### src/rtl/sram_pkg.sv
// Shared types and widths for the 16-bit asynchronous SRAM controller.
// The range check is compiled in by defining SRAM_ADDR_CHECK_EN.
package sram_pkg;
    localparam int SRAM_AW = 18;
    localparam int SRAM_DW = 16;
    localparam int WORD_AW = SRAM_AW - 1;
    localparam int WAIT_CW = 4;

    typedef enum logic [1:0] {
        ST_IDLE = 2'd0,
        ST_LO   = 2'd1,
        ST_HI   = 2'd2,
        ST_DONE = 2'd3
    } state_t;
endpackage

### src/rtl/sram_wait_cnt.sv
// Wait-state counter: counts cycles within a half-access.
// tc is high on the last cycle of the half-access.
module sram_wait_cnt
    import sram_pkg::*;
#(
    parameter int WAIT_CYCLES = 2
) (
    input  logic clk,
    input  logic rst,
    input  logic clear,
    input  logic enable,
    output logic tc
);
    logic [WAIT_CW-1:0] r_cnt;

    always_ff @(posedge clk or posedge rst) begin
        if (rst)
            r_cnt <= '0;
        else if (clear)
            r_cnt <= '0;
        else if (enable)
            r_cnt <= r_cnt + 1'b1;
    end

    assign tc = (r_cnt == WAIT_CW'(WAIT_CYCLES - 1));
endmodule

### src/rtl/mem_sram_ctrl.sv
// Splits each 32-bit CPU access into two 16-bit SRAM half-accesses (LO then HI).
// Define SRAM_ADDR_CHECK_EN to reject out-of-range requests with addr_err.
module mem_sram_ctrl
    import sram_pkg::*;
#(
    parameter logic [31:0] ADDR_BASE   = 32'd1024,
    parameter int          WAIT_CYCLES = 2
) (
    input  logic               clk,
    input  logic               rst,
    input  logic               rd_en,
    input  logic               wr_en,
    input  logic [31:0]        address,
    input  logic [31:0]        write_data,
    output logic [31:0]        read_data,
    output logic               ready,
    output logic               addr_err,
    output logic [SRAM_AW-1:0] sram_addr,
    output logic [SRAM_DW-1:0] sram_dq_o,
    output logic               sram_dq_oe,
    input  logic [SRAM_DW-1:0] sram_dq_i,
    output logic               sram_we_n,
    output logic               sram_ce_n,
    output logic               sram_oe_n,
    output logic [1:0]         dbg_state
);
    // Handshake: a request is held on rd_en/wr_en until ready is seen high
    // while the request is present; ready high with no request means idle.
    state_t              r_state, w_next;
    logic [WORD_AW-1:0]  r_word;
    logic [31:0]         r_wdata;
    logic                r_wr;
    logic [31:0]         w_offset;
    logic [WORD_AW-1:0]  w_word;
    logic                w_req, w_tc, w_busy, w_range_err, w_unused;

    assign w_req    = rd_en | wr_en;
    assign w_offset = address - ADDR_BASE;
    assign w_word   = w_offset[WORD_AW+1:2];
    assign w_busy   = (r_state == ST_LO) || (r_state == ST_HI);

`ifdef SRAM_ADDR_CHECK_EN
    logic r_err;
    assign w_range_err = (address < ADDR_BASE) || (|w_offset[31:WORD_AW+2]);
    assign w_unused    = ^w_offset[1:0];

    always_ff @(posedge clk or posedge rst) begin
        if (rst)
            r_err <= 1'b0;
        else if (r_state == ST_IDLE && w_req)
            r_err <= w_range_err;
    end
    assign addr_err = (r_state == ST_DONE) && r_err;
`else
    assign w_range_err = 1'b0;
    assign w_unused    = ^{w_offset[31:WORD_AW+2], w_offset[1:0]};
    assign addr_err    = 1'b0;
`endif

    sram_wait_cnt #(.WAIT_CYCLES(WAIT_CYCLES)) u_wait (
        .clk    (clk),
        .rst    (rst),
        .clear  (!w_busy || w_tc),
        .enable (w_busy),
        .tc     (w_tc)
    );

    always_ff @(posedge clk or posedge rst) begin
        if (rst)
            r_state <= ST_IDLE;
        else
            r_state <= w_next;
    end

    always_comb begin
        w_next = r_state;
        case (r_state)
            ST_IDLE: if (w_req) w_next = w_range_err ? ST_DONE : ST_LO;
            ST_LO:   if (w_tc)  w_next = ST_HI;
            ST_HI:   if (w_tc)  w_next = ST_DONE;
            default:            w_next = ST_IDLE;
        endcase
    end

    always_comb begin
        ready      = (r_state == ST_DONE) || (r_state == ST_IDLE && !w_req);
        sram_ce_n  = !w_busy;
        sram_oe_n  = !(w_busy && !r_wr);
        sram_we_n  = !(w_busy && r_wr);
        sram_dq_oe = w_busy && r_wr;
        sram_addr  = '0;
        sram_dq_o  = '0;
        if (r_state == ST_LO) begin
            sram_addr = {r_word, 1'b0};
            sram_dq_o = r_wdata[15:0];
        end else if (r_state == ST_HI) begin
            sram_addr = {r_word, 1'b1};
            sram_dq_o = r_wdata[31:16];
        end
    end

    // Request is latched once in IDLE; later input changes are ignored.
    always_ff @(posedge clk or posedge rst) begin
        if (rst) begin
            r_word    <= '0;
            r_wdata   <= '0;
            r_wr      <= 1'b0;
            read_data <= '0;
        end else begin
            if (r_state == ST_IDLE && w_req) begin
                r_word  <= w_word;
                r_wdata <= write_data;
                r_wr    <= wr_en;
            end
            if (w_tc && !r_wr && r_state == ST_LO)
                read_data[15:0] <= sram_dq_i;
            if (w_tc && !r_wr && r_state == ST_HI)
                read_data[31:16] <= sram_dq_i;
        end
    end

    assign dbg_state = r_state;
endmodule

### config.mk
export PLATFORM = sky130hd
export DESIGN_NAME = mem_sram_ctrl
export DESIGN_NICKNAME = d
export VERILOG_FILES = /design/src/rtl/sram_pkg.sv /design/src/rtl/sram_wait_cnt.sv /design/src/rtl/mem_sram_ctrl.sv
export SDC_FILE = /design/constraint.sdc
export NUM_CORES = 1
export LEC_CHECK = 0
export CAP_MARGIN = 10
export CORE_ASPECT_RATIO = 0.75
export CORE_MARGIN = 2
export CORE_UTILIZATION = 43
export DETAILED_ROUTE_END_ITERATION = 8
export MAX_ROUTING_LAYER = met4
export PLACE_DENSITY = 0.77
export SYNTH_ARGS = -nofsm -noshare
export SYNTH_HDL_FRONTEND = slang
export SYNTH_SLANG_ARGS = --single-unit
### constraint.sdc
create_clock -name clk -period 3.2 [get_ports clk]
set_input_delay 0.64 -clock clk [delete_from_list [all_inputs] [get_ports clk]]
set_output_delay 0.64 -clock clk [all_outputs]
set_load 0.005 [all_outputs]
==> results.txt, run 1 <==
The net count of the mapped netlist was 496; the number of antenna violations at the first check in global routing was 0. The worst setup path is launched from a register. The count of nets left with antenna violations once routing finished came out at 0. The flow ran to the end, and the final reports show no timing, DRC or antenna violations. Summing over every cut layer, the via total after detailed routing is 3206. The clock input transition at the sequential cells of the worst setup and hold paths is 0.06 ns, and the power density over the cells is 997 nW/µm².

Measured along the x axis, the die boundary spans 114 µm. The total area of multi-input combinational cells was 1600 µm²; the number of rows created at floorplan was 30. Global routing consumed, over all layers together, 19.9% of the routing resources. Traced cell by cell, the critical path runs through inv_1, ha_1, buf_4, nor2_1, buf_4, nor2b_1, clkdlybuf4s50_1.

The run gives 5810 µm² as the design area. The cell sitting at the root of the clock tree is a sky130_fd_sc_hd__clkbuf_16. The most prevalent standard cell on the critical path was sky130_fd_sc_hd__buf_4. The logs give 0 for the count of endpoints failing hold in the final timing report and 46 for the pin count of the biggest net entering global routing. The logs give 2200 µm² for the flip-flop and latch area and 0 for the diode insertion count for antenna repair. For the pin with the worst max-slew slack, the measured transition is 0.760 ns. The run gives 2 as the maximum count of clock buffers along a single path.

For the required time of the critical path, the log shows 2.56 ns. The net switching power figure was 1840 µW. Using the TritonRoute via totals, the vias-per-cell ratio works out to 4.88.

The number of buffers inserted by hold repair at cts is 0. On the critical path, the stage with the largest delay is an instance of sky130_fd_sc_hd__clkdlybuf4s50_1. The number of global-route vias before repair came out at 3223.

The path type of the worst setup path is register to output pin. The layout-stage area growth over the synthesis result is 48.7%, and the worst clock skew on the final layout is 0.00792 ns. The internal power of the cells totals 3960 µW. Setup repair after global routing left no endpoint under its margin. Along the worst path, the maximum fanout reaches 18.

The normalized max-slew margin is 49.3%, and the post-cts resize count is 0. The logs give 0 for the final count of negative-setup-slack endpoints and 9 for the TritonCTS buffer count. A synthesized cell averages 9.68 µm². The first detailed-routing pass took 4 iterations. The number of nets in the final layout was 633. Cells with a size suffix above 1 make up 11.4% of the layout. Routability-driven placement finished with a final weighted congestion of 0.785. In the routed design, unresolved DRC markers number 0. The largest stage delay on the critical path was 0.54 ns.

For the worst setup path, the data arrival time is 2.31 ns. The tools report the number of warning messages in the yosys log as 0. For the H-tree level count, the log shows 3. By area the synthesized netlist is led by sky130_fd_sc_hd__dfrtp_1 56%, sky130_fd_sc_hd__nand2_1 15%, sky130_fd_sc_hd__mux2_2 9.2%.

Summed over all layers, the global routing overflow is 0. Post-CTS timing repair inserted 0 buffers for setup. Per report_power, the combinational group accounts for 45.8% of the total. During placement, the flow inserted port buffers numbering 141. For this configuration, the core starts out at a cell density of 43.8%.

The wire length of the first global-routing pass was 15000 µm; the core footprint was 8930 µm². Sequential cells account for 33.5% of the total power. The vertical extent of the die is 86.6 µm. The endpoint class of the critical path was an output pin. TritonCTS built the clock tree. Of the total power, the clock network draws 20.6%.

Post-route clock period utilization: 92.3%. Synthesis inferred 88 register bits. The synthesized design spends more area on one cell type than any other, namely sky130_fd_sc_hd__dfrtp_1. The routed design has 9260 µm of wire.

The run gives 0.00262 µW as the leakage power summed over all cells. The final count of pins violating max slew was 0; the worst-skew pair later-pin latency was 0.33 ns. For the total I/O pin count, the log shows 158. The post-route setup TNS was 0 ns; the post-synthesis instance total was 404. Across the VDD grid, the largest voltage drop is 0.618 mV. The average wire per standard cell works out to 14.1 µm. The floorplan step defined a die boundary enclosing 9880 µm². Fill cells in the final layout number 696. The sequential cell area fraction in the yosys report was 56.3%; the post-synthesis cell area was 3910 µm². The placed instance area was 5470 µm².

The tool flagged a number of max-cap violations equal to 0. After the first detailed-routing iteration, the DRC count stood at 150. The HPWL after detailed placement is 6530 µm.

After layout, the minimum clock period comes to 2.95 ns. The switching share of total power was 31.7%; the number of distinct standard cells referenced by the synthesized netlist was 33. After synthesis, the largest area contributor takes up 56.3% of total cell area. The type of the most critical hold path was register to register.

The clock drives 88 sinks. The run gives 338 MHz as the peak clock frequency supported by timing.
==> final timing paths <==
| kind | start | endpoint | slack (ns) | cells past startpoint |
|---|---|---|---|---|
| min reg2reg | r_word[15] | r_word[15] | 0.47 | 2 |
| max in group asynchronous | rst | read_data[25] | 1.77 | 3 |
| max reg2reg | dbg_state[0] | dbg_state[0] | 1.21 | 7 |
| min | r_word[15] | r_word[15] | 0.47 | 2 |
| max | dbg_state[0] | sram_addr[8] | 0.25 | 7 |
| min in group asynchronous | rst | read_data[26] | 0.74 | 2 |
==> metrics by stage <==
step / setup WS [ns] / power, µW / hold WS [ns] / instances / util (%)
final: 0.245 / 5800 / 0.473 / 657 / 65.1
after global routing: 0.0545 / 6200 / 0.490 / 657 / 65.1
after CTS: 0.214 / 5860 / 0.477 / 657 / 65.1
after detailed placement: 0.594 / 4640 / 0.460 / 642 / 61.2
after global placement: 0.590 / 4550 / 0.450 / 642 / 61.2
after floorplan: 0.281 / 3150 / 0.438 / 404 / -
==> routing by layer <==
layer | wire, µm | GRT usage (%) | vias to the layer above
met5 | 0 | - | -
met4 | 75 | 4.99 | 0
met3 | 630 | 6.15 | 7
met2 | 4160 | 31.0 | 97
met1 | 4400 | 25.5 | 1533
li1 | - | - | 1569
==> critical path: cells and delay by family (launching register included) <==
family / cells / cell delay (ns)
adder cells (fa/ha/maj): 1 / 0.19
buffers and inverters: 4 / 1.15
flip-flops: 1 / 0.42
AND/OR/NAND/NOR: 2 / 0.22
==> cell usage in the layout, fill, tap and decap left out <==
cell type / count
sky130_fd_sc_hd__nor2_1: 11
sky130_fd_sc_hd__nor2b_1: 17
sky130_fd_sc_hd__o21ai_0: 20
sky130_fd_sc_hd__or3_1: 2
sky130_fd_sc_hd__or4_1: 3
sky130_fd_sc_hd__o31ai_1: 2
sky130_fd_sc_hd__o21ai_4: 1
sky130_fd_sc_hd__nor4b_2: 1
sky130_fd_sc_hd__dfrtp_1: 88
sky130_fd_sc_hd__xnor2_1: 2
sky130_fd_sc_hd__inv_1: 7
sky130_fd_sc_hd__nand3_1: 2
sky130_fd_sc_hd__buf_12: 3
sky130_fd_sc_hd__or2_2: 1
sky130_fd_sc_hd__a2bb2oi_1: 1
sky130_fd_sc_hd__clkbuf_16: 9
sky130_fd_sc_hd__nand2b_1: 4
sky130_fd_sc_hd__conb_1: 1
sky130_fd_sc_hd__o21bai_1: 1
sky130_fd_sc_hd__o211ai_1: 1
sky130_fd_sc_hd__inv_6: 1
sky130_fd_sc_hd__nand2_1: 161
sky130_fd_sc_hd__or3_2: 1
sky130_fd_sc_hd__buf_4: 3
sky130_fd_sc_hd__clkdlybuf4s50_1: 141
sky130_fd_sc_hd__a31oi_1: 5
sky130_fd_sc_hd__o21a_2: 1
sky130_fd_sc_hd__or4_4: 1
sky130_fd_sc_hd__mux2_2: 32
sky130_fd_sc_hd__nor3b_1: 2
sky130_fd_sc_hd__clkinv_2: 2
sky130_fd_sc_hd__a21o_1: 1
sky130_fd_sc_hd__mux2i_1: 2
sky130_fd_sc_hd__nand2_2: 2
sky130_fd_sc_hd__clkbuf_8: 1
sky130_fd_sc_hd__ha_1: 8
sky130_fd_sc_hd__xor2_1: 1
sky130_fd_sc_hd__bufinv_16: 3
==> state kept, by name, indices dropped and copies added (netlist names) <==
name,count
dbg_state,2
r_wr,1
r_wdata,32
r_word,17
read_data,32
u_wait.r_cnt,4
==> synth_stat cells <==
cell type / count
sky130_fd_sc_hd__buf_1: 1
sky130_fd_sc_hd__or4_1: 3
sky130_fd_sc_hd__o211ai_1: 1
sky130_fd_sc_hd__or3_1: 2
sky130_fd_sc_hd__nand2_2: 2
sky130_fd_sc_hd__nor2_1: 11
sky130_fd_sc_hd__o21a_1: 1
sky130_fd_sc_hd__ha_1: 8
sky130_fd_sc_hd__conb_1: 1
sky130_fd_sc_hd__nor4b_2: 1
sky130_fd_sc_hd__or2_2: 1
sky130_fd_sc_hd__xor2_1: 1
sky130_fd_sc_hd__mux2_2: 32
sky130_fd_sc_hd__inv_1: 8
sky130_fd_sc_hd__xnor2_1: 2
sky130_fd_sc_hd__a31oi_1: 5
sky130_fd_sc_hd__nand2_1: 161
sky130_fd_sc_hd__buf_2: 4
sky130_fd_sc_hd__a21o_1: 1
sky130_fd_sc_hd__mux2i_1: 2
sky130_fd_sc_hd__or3_2: 1
sky130_fd_sc_hd__buf_4: 1
sky130_fd_sc_hd__dfrtp_1: 88
sky130_fd_sc_hd__a2bb2oi_1: 1
sky130_fd_sc_hd__nor3b_1: 2
sky130_fd_sc_hd__nand2b_1: 4
sky130_fd_sc_hd__o31ai_1: 2
sky130_fd_sc_hd__clkbuf_1: 15
sky130_fd_sc_hd__or4_4: 1
sky130_fd_sc_hd__nand3_1: 2
sky130_fd_sc_hd__nor2b_1: 17
sky130_fd_sc_hd__o21bai_1: 1
sky130_fd_sc_hd__o21ai_0: 21
==> power groups by stage <==
stage	registers [µW]	logic [µW]	clock network (µW)
finish	1940	2660	1200
global route	2010	2930	1260
CTS	1940	2700	1220
detailed placement	1960	2680	0
global placement	1930	2630	0
floorplan	1920	1230	0
==> area by class of cell <==
type                       instances  area share, %
clock buffer                      10           4.11
clock inverter                     5           1.79
inverter                           8          0.538
multi-input combinational        287           27.6
sequential                        88           37.9
tap                              112           2.41
timing repair buffer             147           25.7
==> kinds of logic (layout without fill, tap and decap cells) <==
kind of cell | Yosys count | in the layout | share of synthesized area [%]
mux | 34 | 34 | 9.73
flops | 88 | 88 | 56.3
compound gates | 33 | 33 | 4.86
fa+ha+maj | 8 | 8 | 2.56
xor+xnor | 3 | 3 | 0.672
other cells | 1 | 1 | 0.0959
simple gates | 208 | 208 | 22.8
buf+inv | 29 | 170 | 3.01
Note: power is estimated with default switching activity, not from simulation.
==> run 2, diff against run 1 <==
--- a/config.mk
+++ b/config.mk
@@ -12,6 +12,7 @@
 export DETAILED_ROUTE_END_ITERATION = 8
 export MAX_ROUTING_LAYER = met4
 export PLACE_DENSITY = 0.77
+export RECOVER_POWER = 25
 export SYNTH_ARGS = -nofsm -noshare
 export SYNTH_HDL_FRONTEND = slang
 export SYNTH_SLANG_ARGS = --single-unit
==> run 2 against run 1 <==
Against the previous run:
- the run now ends with capacitance limit, slew limit left
- combinational power is essentially flat
- die area unchanged
- clock-buffer cell count unchanged
- first-iteration DRC count increased by 5.3%
- power shrank 0.32%
- critical path depth did not move
- sequential power about the same
- utilization fell by 0.27 points
- sequential share of layout area rose by 0.16 points
- critical path type unchanged
- critical endpoint unchanged
- largest power group unchanged
==> results.txt, run 2 (synthesized netlist as in run 1, its figures left out) <==
The checks that failed: capacitance limit, slew limit. The die footprint is 9880 µm² (unchanged), and the final core area utilization is 64.8% (was 65.1%). The final count of negative-setup-slack endpoints came out at 0 (unchanged).

The path type of the worst setup path was register to output pin (unchanged). The number of antenna violations at the first check in global routing is 0 (unchanged). The most common cell after layout, fill and taps aside is sky130_fd_sc_hd__nand2_1 (unchanged).

The total routed wirelength is 9210 µm (was 9260 µm), and the highest net fanout along the worst path is 18 (unchanged). The core footprint was 8930 µm² (unchanged). The flip-flop and latch area came out at 2200 µm² (unchanged).

For the clock sink count, the log shows 88 (unchanged). The largest stage delay on the critical path was 0.55 ns (was 0.54 ns). Largest registers in the final layout: r_wdata: 32 flops, read_data: 32 flops, r_word: 17 flops (unchanged).

The maximum count of clock buffers along a single path is 2 (unchanged), and the peak clock frequency supported by timing is 338 MHz (about the same). The number of iterations in the first detailed-routing pass was 4 (unchanged). The layout-stage area growth over the synthesis result was 48.1% (was 48.7%). The run finished, with violations left.

For the overflow left after global routing, the log shows 0 (unchanged). The effective utilization at floorplan was 43.8% (unchanged); the clock period minus final worst setup slack was 2.96 ns (was 2.95 ns). The TritonCTS buffer count came out at 9 (unchanged). The run gives 0.617 mV (was 0.618 mV) as the worst ir drop on vdd.

The logs give 0 ns (unchanged) for the post-route setup TNS and 0 (unchanged) for the number of buffers inserted by hold repair at cts. The number of global-route vias before repair is 3223 (unchanged). The placed instance area was 5470 µm² (unchanged); the slew of the pin with the lowest slew margin was 1.88 ns (was 0.760 ns).

The diode insertion count for antenna repair is 0 (unchanged). Setup repair after global routing left no endpoint under its margin. The fraction of final layout cells with drive strength greater than 1 works out to 11.2% (was 11.4%). The final count of pins violating max slew is 58 (was 0).

The tools report the design area as 5790 µm² (was 5810 µm²). The number of buffer and inverter instances along the worst setup path is 4 (unchanged). The wire length of the first global-routing pass is 15000 µm (unchanged), and the number of DRC markers in iteration 0 is 158 (was 150).

For the number of inserted filler cells in the final layout, the log shows 700 (was 696). The total area of multi-input combinational cells was 1590 µm² (was 1600 µm²); the count of antenna-violating nets left after detailed routing was 0 (unchanged). Overall via count from detail_route: 3212 (was 3206). The final estimated routing congestion in global placement is 0.785 (unchanged). Commonest cells after routing, fill and taps aside: 161 x sky130_fd_sc_hd__nand2_1, 140 x sky130_fd_sc_hd__clkdlybuf4s50_1, 88 x sky130_fd_sc_hd__dfrtp_1 (was 161 x sky130_fd_sc_hd__nand2_1, 141 x sky130_fd_sc_hd__clkdlybuf4s50_1, 88 x sky130_fd_sc_hd__dfrtp_1).

The logs give 0 (unchanged) for the count of endpoints failing hold in the final timing report and -26.0% (was 49.3%) for the normalized max-slew margin. The post-detailed-route via-to-cell ratio was 4.89 (was 4.88). The final routed DRC violation total was 0 (unchanged).

Type of the most critical hold path: register to register (unchanged). The endpoint arrival time on the critical path was 2.32 ns (was 2.31 ns); the post-route clock period utilization was 92.6% (was 92.3%). The clock input transition at the sequential cells of the worst setup and hold paths was 0.06 ns (about the same). Cell chain of the critical path: inv_1, ha_1, buf_4, nor2_1, buf_4, nor2b_1, clkdlybuf4s50_1 (unchanged).

The number of rows created at floorplan was 30 (unchanged); the leakage power summed over all cells was 0.00261 µW (was 0.00262 µW). For the worst clock skew on the final layout, the log shows 0.00740 ns (was 0.00792 ns). The worst-skew pair later-pin latency was 0.33 ns (about the same). The number of nets in the final layout was 633 (unchanged). The power density over the cells was 998 nW/µm² (was 997 nW/µm²). Family with the most delay on the worst path: buffers and inverters (unchanged). The vertical extent of the die was 86.6 µm (unchanged).

The HPWL after detailed placement is 6530 µm (unchanged), and the average wire per standard cell is 14.0 µm (was 14.1 µm). The total track usage came out at 19.9% (unchanged). Endpoint class of the critical path: an output pin (unchanged).

Count of buffers from port buffering: 141 (unchanged). The number of buffers inserted by post-CTS setup repair is 0 (unchanged). The most prevalent standard cell on the critical path is sky130_fd_sc_hd__buf_4 (unchanged). Number of max-capacitance violations reported: 2 (was 0). For the post-cts resize count, the log shows 0 (unchanged). The cell with the largest stage delay on the worst path is sky130_fd_sc_hd__clkdlybuf4s50_1 (unchanged). The startpoint kind of the worst setup timing path is a register (unchanged). For the pin count of the biggest net entering global routing, the log shows 46 (unchanged).

The overall die width was 114 µm (unchanged). The total I/O pin count came out at 158 (unchanged). The tools report the library cell used as clock root buffer as sky130_fd_sc_hd__clkbuf_16 (unchanged). H-tree level count: 3 (unchanged). TritonCTS built the clock tree. The tools report the required time of the critical path as 2.56 ns (about the same).
[run 2: worst paths after layout]
kind	cells past startpoint	slack (ns)	endpoint	startpoint
max	7	0.24	sram_addr[8]	dbg_state[0]
min	2	0.47	r_word[15]	r_word[15]
max reg2reg	5	0.84	r_word[15]	dbg_state[0]
min reg2reg	2	0.47	r_word[15]	r_word[15]
max in group asynchronous	3	0.54	r_wdata[0]	rst
min in group asynchronous	2	1.24	read_data[26]	rst
[run 2: report_power, final]
part,total (µW),switching [µW],internal [µW]
Sequential,1940,282,1660
Clock,1190,411,781
Combinational,2640,1130,1510
Total,5780,1820,3950
[run 2: layer usage]
layer / share of wire (%) / wire length [µm] / vias up / global-route usage [%]
li1: - / - / 1568 / -
met1: 47 / 4360 / 1536 / 25.5
met2: 45 / 4130 / 101 / 31.0
met3: 6.9 / 640 / 7 / 6.15
met4: 0.81 / 75 / 0 / 4.99
met5: 0 / 0 / - / -
[run 2: metrics by stage]
step	power, µW	hold slack, ns	cells	setup slack (ns)
after global placement	4550	0.450	642	0.590
after detailed placement	4640	0.460	642	0.594
after global routing	6190	0.490	657	0.0545
after CTS	5860	0.477	657	0.214
after floorplan	3150	0.438	404	0.281
final	5780	0.474	657	0.238
[run 2: worst min-delay path, cell delays in order, from the launching register on]
cell and delay (ns):
sky130_fd_sc_hd__dfrtp_1 0.34, sky130_fd_sc_hd__nand2_1 0.05, sky130_fd_sc_hd__nand3_1 0.06
[run 2: layout make-up]
type / count / share of cell area [%]
Inverter: 8 / 0.540
Multi-Input combinational cell: 287 / 27.5
Sequential cell: 88 / 38.0
Timing Repair Buffer: 147 / 25.6
Clock inverter: 5 / 1.79
Clock buffer: 10 / 4.13
Tap cell: 112 / 2.42
